`config.mk`:
```
export PLATFORM = sky130hd
export DESIGN_NAME = fetch_stage
export DESIGN_NICKNAME = d
export VERILOG_FILES = /design/src/rtl/cpu_pkg.sv /design/src/rtl/fetch_stage_ifid.sv /design/src/rtl/fetch_stage.sv
export SDC_FILE = /design/constraint.sdc
export NUM_CORES = 1
export LEC_CHECK = 0
export CAP_MARGIN = 20
export CELL_PAD_IN_SITES_DETAIL_PLACEMENT = 0
export CELL_PAD_IN_SITES_GLOBAL_PLACEMENT = 1
export CORE_MARGIN = 1.5
export CORE_UTILIZATION = 44
export CTS_CLUSTER_DIAMETER = 120
export CTS_CLUSTER_SIZE = 30
export DETAILED_ROUTE_END_ITERATION = 16
export GPL_TIMING_DRIVEN = 0
export PLACE_DENSITY = 0.85
export SYNTH_ARGS = -nofsm -noshare
export SYNTH_HDL_FRONTEND = slang
export SYNTH_SLANG_ARGS = --single-unit
```
`constraint.sdc`:
```
create_clock -name clk -period 11.7 [get_ports clk]
set_input_delay 2.34 -clock clk [delete_from_list [all_inputs] [get_ports clk]]
set_output_delay 2.34 -clock clk [all_outputs]
set_load 0.005 [all_outputs]
```
`src/rtl/cpu_pkg.sv`:
```
// ============================================================================
//  Module      : cpu_pkg
//  Description : Shared widths, reset constants, RV32 opcodes and fetch states.
//  Revision    : 1.0 - initial release
// ============================================================================
`default_nettype none

package cpu_pkg;

    localparam int unsigned XLEN     = 32;
    localparam logic [31:0] RESET_PC = 32'h0000_0000;
    localparam logic [31:0] NOP_INSN = 32'h0000_0013;

    localparam logic [6:0] OP_R    = 7'b0110011;
    localparam logic [6:0] OP_I    = 7'b0010011;
    localparam logic [6:0] OP_LOAD = 7'b0000011;
    localparam logic [6:0] OP_S    = 7'b0100011;
    localparam logic [6:0] OP_B    = 7'b1100011;
    localparam logic [6:0] OP_JAL  = 7'b1101111;
    localparam logic [6:0] OP_JALR = 7'b1100111;

    typedef enum logic [2:0] {
        ST_BOOT  = 3'd0,
        ST_RUN   = 3'd1,
        ST_WAIT  = 3'd2,
        ST_DROP  = 3'd3,
        ST_FAULT = 3'd4
    } fetch_state_t;

endpackage

`default_nettype wire

```
`src/rtl/fetch_stage_ifid.sv`:
```
// ============================================================================
//  Module      : ifid_reg
//  Description : IF/ID pipeline register with a one-entry stall hold buffer.
//  Revision    : 1.0 - initial release
// ============================================================================
`default_nettype none

module ifid_reg
    import cpu_pkg::*;
#(
    parameter int unsigned     XLEN     = cpu_pkg::XLEN,
    parameter logic [XLEN-1:0] NOP_INSN = cpu_pkg::NOP_INSN
) (
    input  logic            clk,
    input  logic            rst,
    input  logic            flush,
    input  logic            stall,
    input  logic            load,
    input  logic [XLEN-1:0] load_pc,
    input  logic [XLEN-1:0] load_instr,
    output logic            hold_valid,
    output logic            ifid_valid,
    output logic [XLEN-1:0] ifid_pc,
    output logic [XLEN-1:0] ifid_pc_plus4,
    output logic [XLEN-1:0] ifid_instr,
    output logic [6:0]      ifid_opcode
);

    logic            valid_q, valid_d;
    logic [XLEN-1:0] pc_q, pc_d;
    logic [XLEN-1:0] pc4_q, pc4_d;
    logic [XLEN-1:0] instr_q, instr_d;
    logic            hold_valid_q, hold_valid_d;
    logic [XLEN-1:0] hold_pc_q, hold_pc_d;
    logic [XLEN-1:0] hold_instr_q, hold_instr_d;

    always_comb begin
        valid_d      = valid_q;
        pc_d         = pc_q;
        pc4_d        = pc4_q;
        instr_d      = instr_q;
        hold_valid_d = hold_valid_q;
        hold_pc_d    = hold_pc_q;
        hold_instr_d = hold_instr_q;
        if (flush) begin
            // Bubble keeps the stale PC fields; only valid/instr are meaningful.
            valid_d      = 1'b0;
            instr_d      = NOP_INSN;
            hold_valid_d = 1'b0;
        end else if (stall) begin
            if (load) begin
                hold_valid_d = 1'b1;
                hold_pc_d    = load_pc;
                hold_instr_d = load_instr;
            end
        end else if (hold_valid_q) begin
            valid_d      = 1'b1;
            pc_d         = hold_pc_q;
            pc4_d        = hold_pc_q + XLEN'(4);
            instr_d      = hold_instr_q;
            hold_valid_d = 1'b0;
        end else if (load) begin
            valid_d = 1'b1;
            pc_d    = load_pc;
            pc4_d   = load_pc + XLEN'(4);
            instr_d = load_instr;
        end else begin
            valid_d = 1'b0;
            instr_d = NOP_INSN;
        end
    end

    always_ff @(posedge clk or posedge rst) begin
        if (rst) begin
            valid_q      <= 1'b0;
            pc_q         <= '0;
            pc4_q        <= XLEN'(4);
            instr_q      <= NOP_INSN;
            hold_valid_q <= 1'b0;
            hold_pc_q    <= '0;
            hold_instr_q <= NOP_INSN;
        end else begin
            valid_q      <= valid_d;
            pc_q         <= pc_d;
            pc4_q        <= pc4_d;
            instr_q      <= instr_d;
            hold_valid_q <= hold_valid_d;
            hold_pc_q    <= hold_pc_d;
            hold_instr_q <= hold_instr_d;
        end
    end

    assign hold_valid    = hold_valid_q;
    assign ifid_valid    = valid_q;
    assign ifid_pc       = pc_q;
    assign ifid_pc_plus4 = pc4_q;
    assign ifid_instr    = instr_q;
    assign ifid_opcode   = instr_q[6:0];

endmodule

`default_nettype wire

```
`src/rtl/fetch_stage.sv`:
```
// ============================================================================
//  Module      : fetch_stage
//  Description : PC/fetch FSM with handshaked imem port feeding the IF/ID reg.
//                Optional macro FETCH_MISALIGN_TRAP_EN adds a misaligned-
//                redirect trap (fetch_fault output, FAULT state).
//  Revision    : 1.0 - initial release
// ============================================================================
`default_nettype none

module fetch_stage
    import cpu_pkg::*;
#(
    parameter int unsigned     XLEN     = cpu_pkg::XLEN,
    parameter logic [XLEN-1:0] RESET_PC = cpu_pkg::RESET_PC,
    parameter logic [XLEN-1:0] NOP_INSN = cpu_pkg::NOP_INSN
) (
    input  logic            clk,
    input  logic            rst,
    input  logic            stall,
    input  logic            redirect_valid,
    input  logic [XLEN-1:0] redirect_target,
    output logic            imem_req,
    output logic [XLEN-1:0] imem_addr,
    input  logic            imem_ready,
    input  logic [XLEN-1:0] imem_rdata,
    output logic            ifid_valid,
    output logic [XLEN-1:0] ifid_pc,
    output logic [XLEN-1:0] ifid_pc_plus4,
    output logic [XLEN-1:0] ifid_instr,
    output logic [6:0]      ifid_opcode
`ifdef FETCH_MISALIGN_TRAP_EN
    ,
    output logic            fetch_fault
`endif
);

    fetch_state_t    state_q, state_d;
    logic [XLEN-1:0] pc_q, pc_d;
    logic [XLEN-1:0] addr_q, addr_d;
    logic            req;
    logic            accept;
    logic            flush;
    logic            hold_valid;
    logic [XLEN-1:0] target;
    logic            misaligned;

`ifdef FETCH_MISALIGN_TRAP_EN
    logic fault_q;

    assign target      = redirect_target;
    assign misaligned  = |redirect_target[1:0];
    assign fetch_fault = fault_q;

    always_ff @(posedge clk or posedge rst) begin
        if (rst) begin
            fault_q <= 1'b0;
        end else if (redirect_valid && misaligned) begin
            fault_q <= 1'b1;
        end
    end
`else
    logic unused_target_lsbs;

    assign target             = {redirect_target[XLEN-1:2], 2'b00};
    assign misaligned         = 1'b0;
    assign unused_target_lsbs = ^redirect_target[1:0];
`endif

    always_comb begin
        state_d = state_q;
        pc_d    = pc_q;
        addr_d  = addr_q;
        req     = 1'b0;
        flush   = 1'b0;
        case (state_q)
            ST_BOOT: state_d = ST_RUN;
            ST_RUN: begin
                req = !stall && !hold_valid;
                if (req && !imem_ready) begin
                    // Latch the address so it stays stable even if pc is redirected.
                    addr_d  = pc_q;
                    state_d = redirect_valid ? ST_DROP : ST_WAIT;
                end
            end
            ST_WAIT: begin
                req = 1'b1;
                if (imem_ready) begin
                    state_d = ST_RUN;
                end else if (redirect_valid) begin
                    state_d = ST_DROP;
                end
            end
            ST_DROP: begin
                req = 1'b1;
                if (imem_ready) begin
                    state_d = ST_RUN;
                end
            end
            ST_FAULT: flush = 1'b1;
            default:  state_d = ST_BOOT;
        endcase

        accept = req && imem_ready && !redirect_valid
               && ((state_q == ST_RUN) || (state_q == ST_WAIT));
        if (accept) begin
            pc_d = pc_q + XLEN'(4);
        end

        if (redirect_valid && (state_q != ST_FAULT)) begin
            flush = 1'b1;
            pc_d  = target;
            if (misaligned) begin
                state_d = ST_FAULT;
            end
        end
    end

    always_ff @(posedge clk or posedge rst) begin
        if (rst) begin
            state_q <= ST_BOOT;
            pc_q    <= RESET_PC;
            addr_q  <= RESET_PC;
        end else begin
            state_q <= state_d;
            pc_q    <= pc_d;
            addr_q  <= addr_d;
        end
    end

    assign imem_req  = req;
    assign imem_addr = ((state_q == ST_WAIT) || (state_q == ST_DROP)) ? addr_q : pc_q;

    ifid_reg #(
        .XLEN     (XLEN),
        .NOP_INSN (NOP_INSN)
    ) u_ifid (
        .clk           (clk),
        .rst           (rst),
        .flush         (flush),
        .stall         (stall),
        .load          (accept),
        .load_pc       (pc_q),
        .load_instr    (imem_rdata),
        .hold_valid    (hold_valid),
        .ifid_valid    (ifid_valid),
        .ifid_pc       (ifid_pc),
        .ifid_pc_plus4 (ifid_pc_plus4),
        .ifid_instr    (ifid_instr),
        .ifid_opcode   (ifid_opcode)
    );

endmodule

`default_nettype wire

```
==> qor.log <==
INFO  clocking       cts_hold_buffers=0
INFO  worst_setup_path worst-path-max-fanout=7
INFO  finish         fillers=2274
INFO  timing         setup_viol=0
INFO  worst_setup_path worst_ep_arrival_time=4.04ns
INFO  power_and_ir_drop peakVddDrop=133uV
INFO  worst_setup_path crit_path_top_delay_cell=sky130_fd_sc_hd__clkdlybuf4s50_1
INFO  detailed_routing drt_wl_total=31400microns
INFO  worst_setup_path path_cells=clkdlybuf4s50_1 -> or3b_4 -> a21oi_1 -> clkdlybuf4s50_1
INFO  finish         final_design_area_no_fill=14000squm
INFO  timing         achievable-frequency=157MHz
INFO  synthesis      post_synth_instance_area=11300squm
INFO  synthesis      largest_family_of_logic_cells_by_synthesized_area=multiplexers
INFO  synthesis      synth_area_per_cell=10.4squm
INFO  worst_setup_path critPathLaunchType=input pin
INFO  worst_setup_path critical_path.endpoint_type=primary output
INFO  finish         area_added_between_synthesis_and_finish=24.5%
INFO  synthesis      postSynth.asyncResetShare=1.00
INFO  clocking       cts.sink_count=218
INFO  worst_setup_path cp_top_family=buffers and inverters
INFO  finish         n_antenna_cell=0
INFO  timing         fin_skew=0.0327ns
INFO  timing         final_max_slew_viol_count=0
INFO  grt            grt_max_degree=130
INFO  clocking       numCtsBuffers=11
INFO  timing         post-route-period-util=0.545
INFO  place          gpl.final_weighted_congestion=0.871
INFO  die            dieHeight=163microns
INFO  clocking       clk_pin_slew=0.12ns
INFO  timing         timing_worst_slew_pin_value=0.941ns
INFO  timing         final_hold_viol_count=0
INFO  grt            grt_remaining_overflow=0
INFO  finish         layout-drive-gt1-share=0.163
INFO  synthesis      complex_gate_fraction_of_the_synthesized_area=0.111
INFO  clocking       cts_max_level=1
INFO  synthesis      synth-seq-cells=218
INFO  clocking       post_cts_buffers=0
INFO  detailed_routing routed_via_density=5.54
INFO  run_status     result_of_the_run=complete, no violations
INFO  die            floorplan.die_area=26500squm
INFO  synthesis      synth.top_cells.by_area=sky130_fd_sc_hd__dfrtp_1 47%, sky130_fd_sc_hd__mux2_2 12%, sky130_fd_sc_hd__nand2_1 5.0%
INFO  worst_setup_path timing.critical_path.required=9.36ns
INFO  detailed_routing vias=9063
INFO  die            num_io_pins=206
INFO  finish         final_core_utilization=0.558
INFO  synthesis      dominantRegCellSynth=sky130_fd_sc_hd__dfrtp_1
INFO  synthesis      synth_top_area_share=0.469
INFO  detailed_routing wl_per_cell=19.2microns
INFO  clocking       tritoncts=yes
INFO  synthesis      distinct_cell_type_count_of_the_synthesized_netlist=55
INFO  hold_path      hold_class=reg -> reg
INFO  die            start_util=0.448
INFO  place          dp_hpwl=23200microns
INFO  clocking       clock_root_cell=sky130_fd_sc_hd__clkbuf_16
INFO  grt            grt_pass1_wl=49600microns
INFO  grt            vias_in_the_first_global_route=8857
INFO  detailed_routing routed_antenna_nets=0
INFO  synthesis      synth.yosys.seq_area_share=0.485
INFO  die            fp-row-count=58
INFO  finish         register_area=5460squm
INFO  timing         slew_headroom=0.368
INFO  clocking       clock_insertion_delay_worst_skew=0.48ns
INFO  timing         tns=0ns
INFO  power_and_ir_drop power_leakage=5.62nW
INFO  synthesis      synth-simple-area-share=0.140
INFO  synthesis      yosys-mux-area-fraction=0.154
INFO  worst_setup_path critical-path-top-cell-by-count=sky130_fd_sc_hd__clkdlybuf4s50_1
INFO  worst_setup_path critical_setup_path_kind=in -> out
INFO  flow_run       drv.max_cap_violation_count=0
INFO  synthesis      yosysWarnings=0
INFO  synthesis      synth.top_cells.by_count=211 x sky130_fd_sc_hd__dfrtp_1, 151 x sky130_fd_sc_hd__nand2_1, 116 x sky130_fd_sc_hd__mux2_2, 93 x sky130_fd_sc_hd__o21ai_0, 53 x sky130_fd_sc_hd__clkbuf_1
INFO  synthesis      synth_largest_area_cell=sky130_fd_sc_hd__dfrtp_1
INFO  synthesis      synth_edf_count=0
INFO  detailed_routing drc=0
INFO  power_and_ir_drop total_power=0.00277W
INFO  timing         finalWorstPathRequiredPeriod=6.38ns
INFO  power_and_ir_drop power_density=198nW/um^2
INFO  die            core_area=25100squm
INFO  worst_setup_path path_buf_inv=2
INFO  worst_setup_path cp_slowest_stage_delay=0.58ns
INFO  place          placedInstanceArea=13700squm
INFO  die            dieWidth=163microns
INFO  clocking       cts.path.max_buffers=3
INFO  grt            grt_antenna_before_repair=0
INFO  place          number_of_i_o_port_buffers=197
INFO  detailed_routing firstDrtPassIters=5
INFO  clocking       postCtsResizedCells=0
INFO  synthesis      synthMostInstantiatedCell=sky130_fd_sc_hd__dfrtp_1
INFO  grt            globalRouteTotalUtil=0.239
INFO  synthesis      synth_xor_area_frac=0.0451
INFO  finish         nets=1378
INFO  synthesis      adder_and_majority_gate_portion_of_the_synthesized_area=0.00667
INFO  detailed_routing detail_route.iter0.violations=769
INFO  timing         grt_setup_unrepaired=false
INFO  synthesis      post_synth_inst_count=1087
INFO  finish         multi_input_area=5160squm
metal layers:
layer	global-route usage	routed length, microns
met5	0	0
met4	0.0684	897
met3	0.0339	1760
met2	0.375	14200
met1	0.344	14500
layout by cell type (no fill, tap or decap), drive strengths merged, types with 14 or more instances in the layout:
master	netlist	layout
dfrtp	211	211
clkdlybuf4s50	0	197
nand2	151	151
mux2	119	119
o21ai	111	111
clkbuf	54	68
buf	56	57
nor3	56	56
mux2i	39	39
xnor2	37	37
a22oi	29	29
nor2	23	23
xor2	21	21
nor4	19	19
inv	18	18
nand4	18	18
nand3	16	16
o31ai	14	14
metrics by stage:
| step | setup slack (ns) | std cells | hold slack [ns] |
|---|---|---|---|
| after CTS | 5.32 | 1635 | 0.497 |
| after detailed placement | 5.33 | 1620 | 0.470 |
| after global routing | 5.26 | 1635 | 0.513 |
| after global placement | 0.456 | 1619 | 0.459 |
| final | 5.32 | 1635 | 0.489 |
| after floorplan | 3.41 | 1092 | 0.471 |
cell type report:
type | count | area share
inverters | 18 | 0.00536
repair buffers | 198 | 0.143
well taps | 330 | 0.0295
flip-flops and latches | 218 | 0.390
clock inverters | 1 | 0.00214
multi-input cells | 746 | 0.368
plain buffers | 110 | 0.0414
clock buffers | 14 | 0.0205
registers in the layout, summed over array words and instances (netlist names):
signal and flops:
u_ifid.ifid_pc_plus4 30, u_ifid.ifid_instr 32, addr_q 30, u_ifid.hold_instr_q 32, u_ifid.hold_valid 1, u_ifid.hold_pc_q 30, u_ifid.ifid_pc 30, state_q 2
pc_q 30, u_ifid.ifid_valid 1
report_power, final:
| group | total, W | internal [W] | switching (W) | leakage, nW |
|---|---|---|---|---|
| combinational | 0.00112 | 0.000638 | 0.000478 | 2.73 |
| clock | 0.000432 | 0.000180 | 0.000252 | 0.151 |
| sequential | 0.00122 | 0.00102 | 0.000203 | 2.74 |
| total | 0.00277 | 0.00184 | 0.000932 | 5.62 |
worst register-to-register path, delay by kind of cell (launching register included):
kind / cells / cell delay (ns)
buffers and inverters: 4 / 1.14
AOI/OAI and AO/OA: 3 / 0.65
and+or+nand+nor: 2 / 0.78
adders and majority gates: 1 / 0.21
DFF: 1 / 0.44
kinds of logic (layout without fill, tap and decap cells):
group,count (synthesis),count (layout)
flip-flops,218,218
multiplexers,158,158
XOR/XNOR,58,58
AO/OA/AOI/OAI,203,203
other,1,6
adder cells (fa/ha/maj),6,6
AND/OR/NAND/NOR,315,315
buffers and inverters,128,341
final timing paths:
check | start | endpoint | slack (ns) | cells past startpoint
max | stall | imem_req | 5.32 | 4
min | u_ifid.ifid_instr[17]$_DFFE_PP0N_ | u_ifid.ifid_instr[17]$_DFFE_PP0N_ | 0.49 | 2
max reg2reg | state_q[0]$_DFFE_PP0P_ | u_ifid.ifid_pc_plus4[20]$_DFFE_PP0P_ | 8.34 | 10
min reg2reg | u_ifid.ifid_instr[17]$_DFFE_PP0N_ | u_ifid.ifid_instr[17]$_DFFE_PP0N_ | 0.49 | 2
max in group asynchronous | rst | u_ifid.ifid_pc[15]$_DFFE_PP0P_ | 8.31 | 3
min in group asynchronous | rst | u_ifid.ifid_instr[6]$_DFFE_PP0N_ | 2.33 | 2
Note: power is estimated with default switching activity, not from simulation.
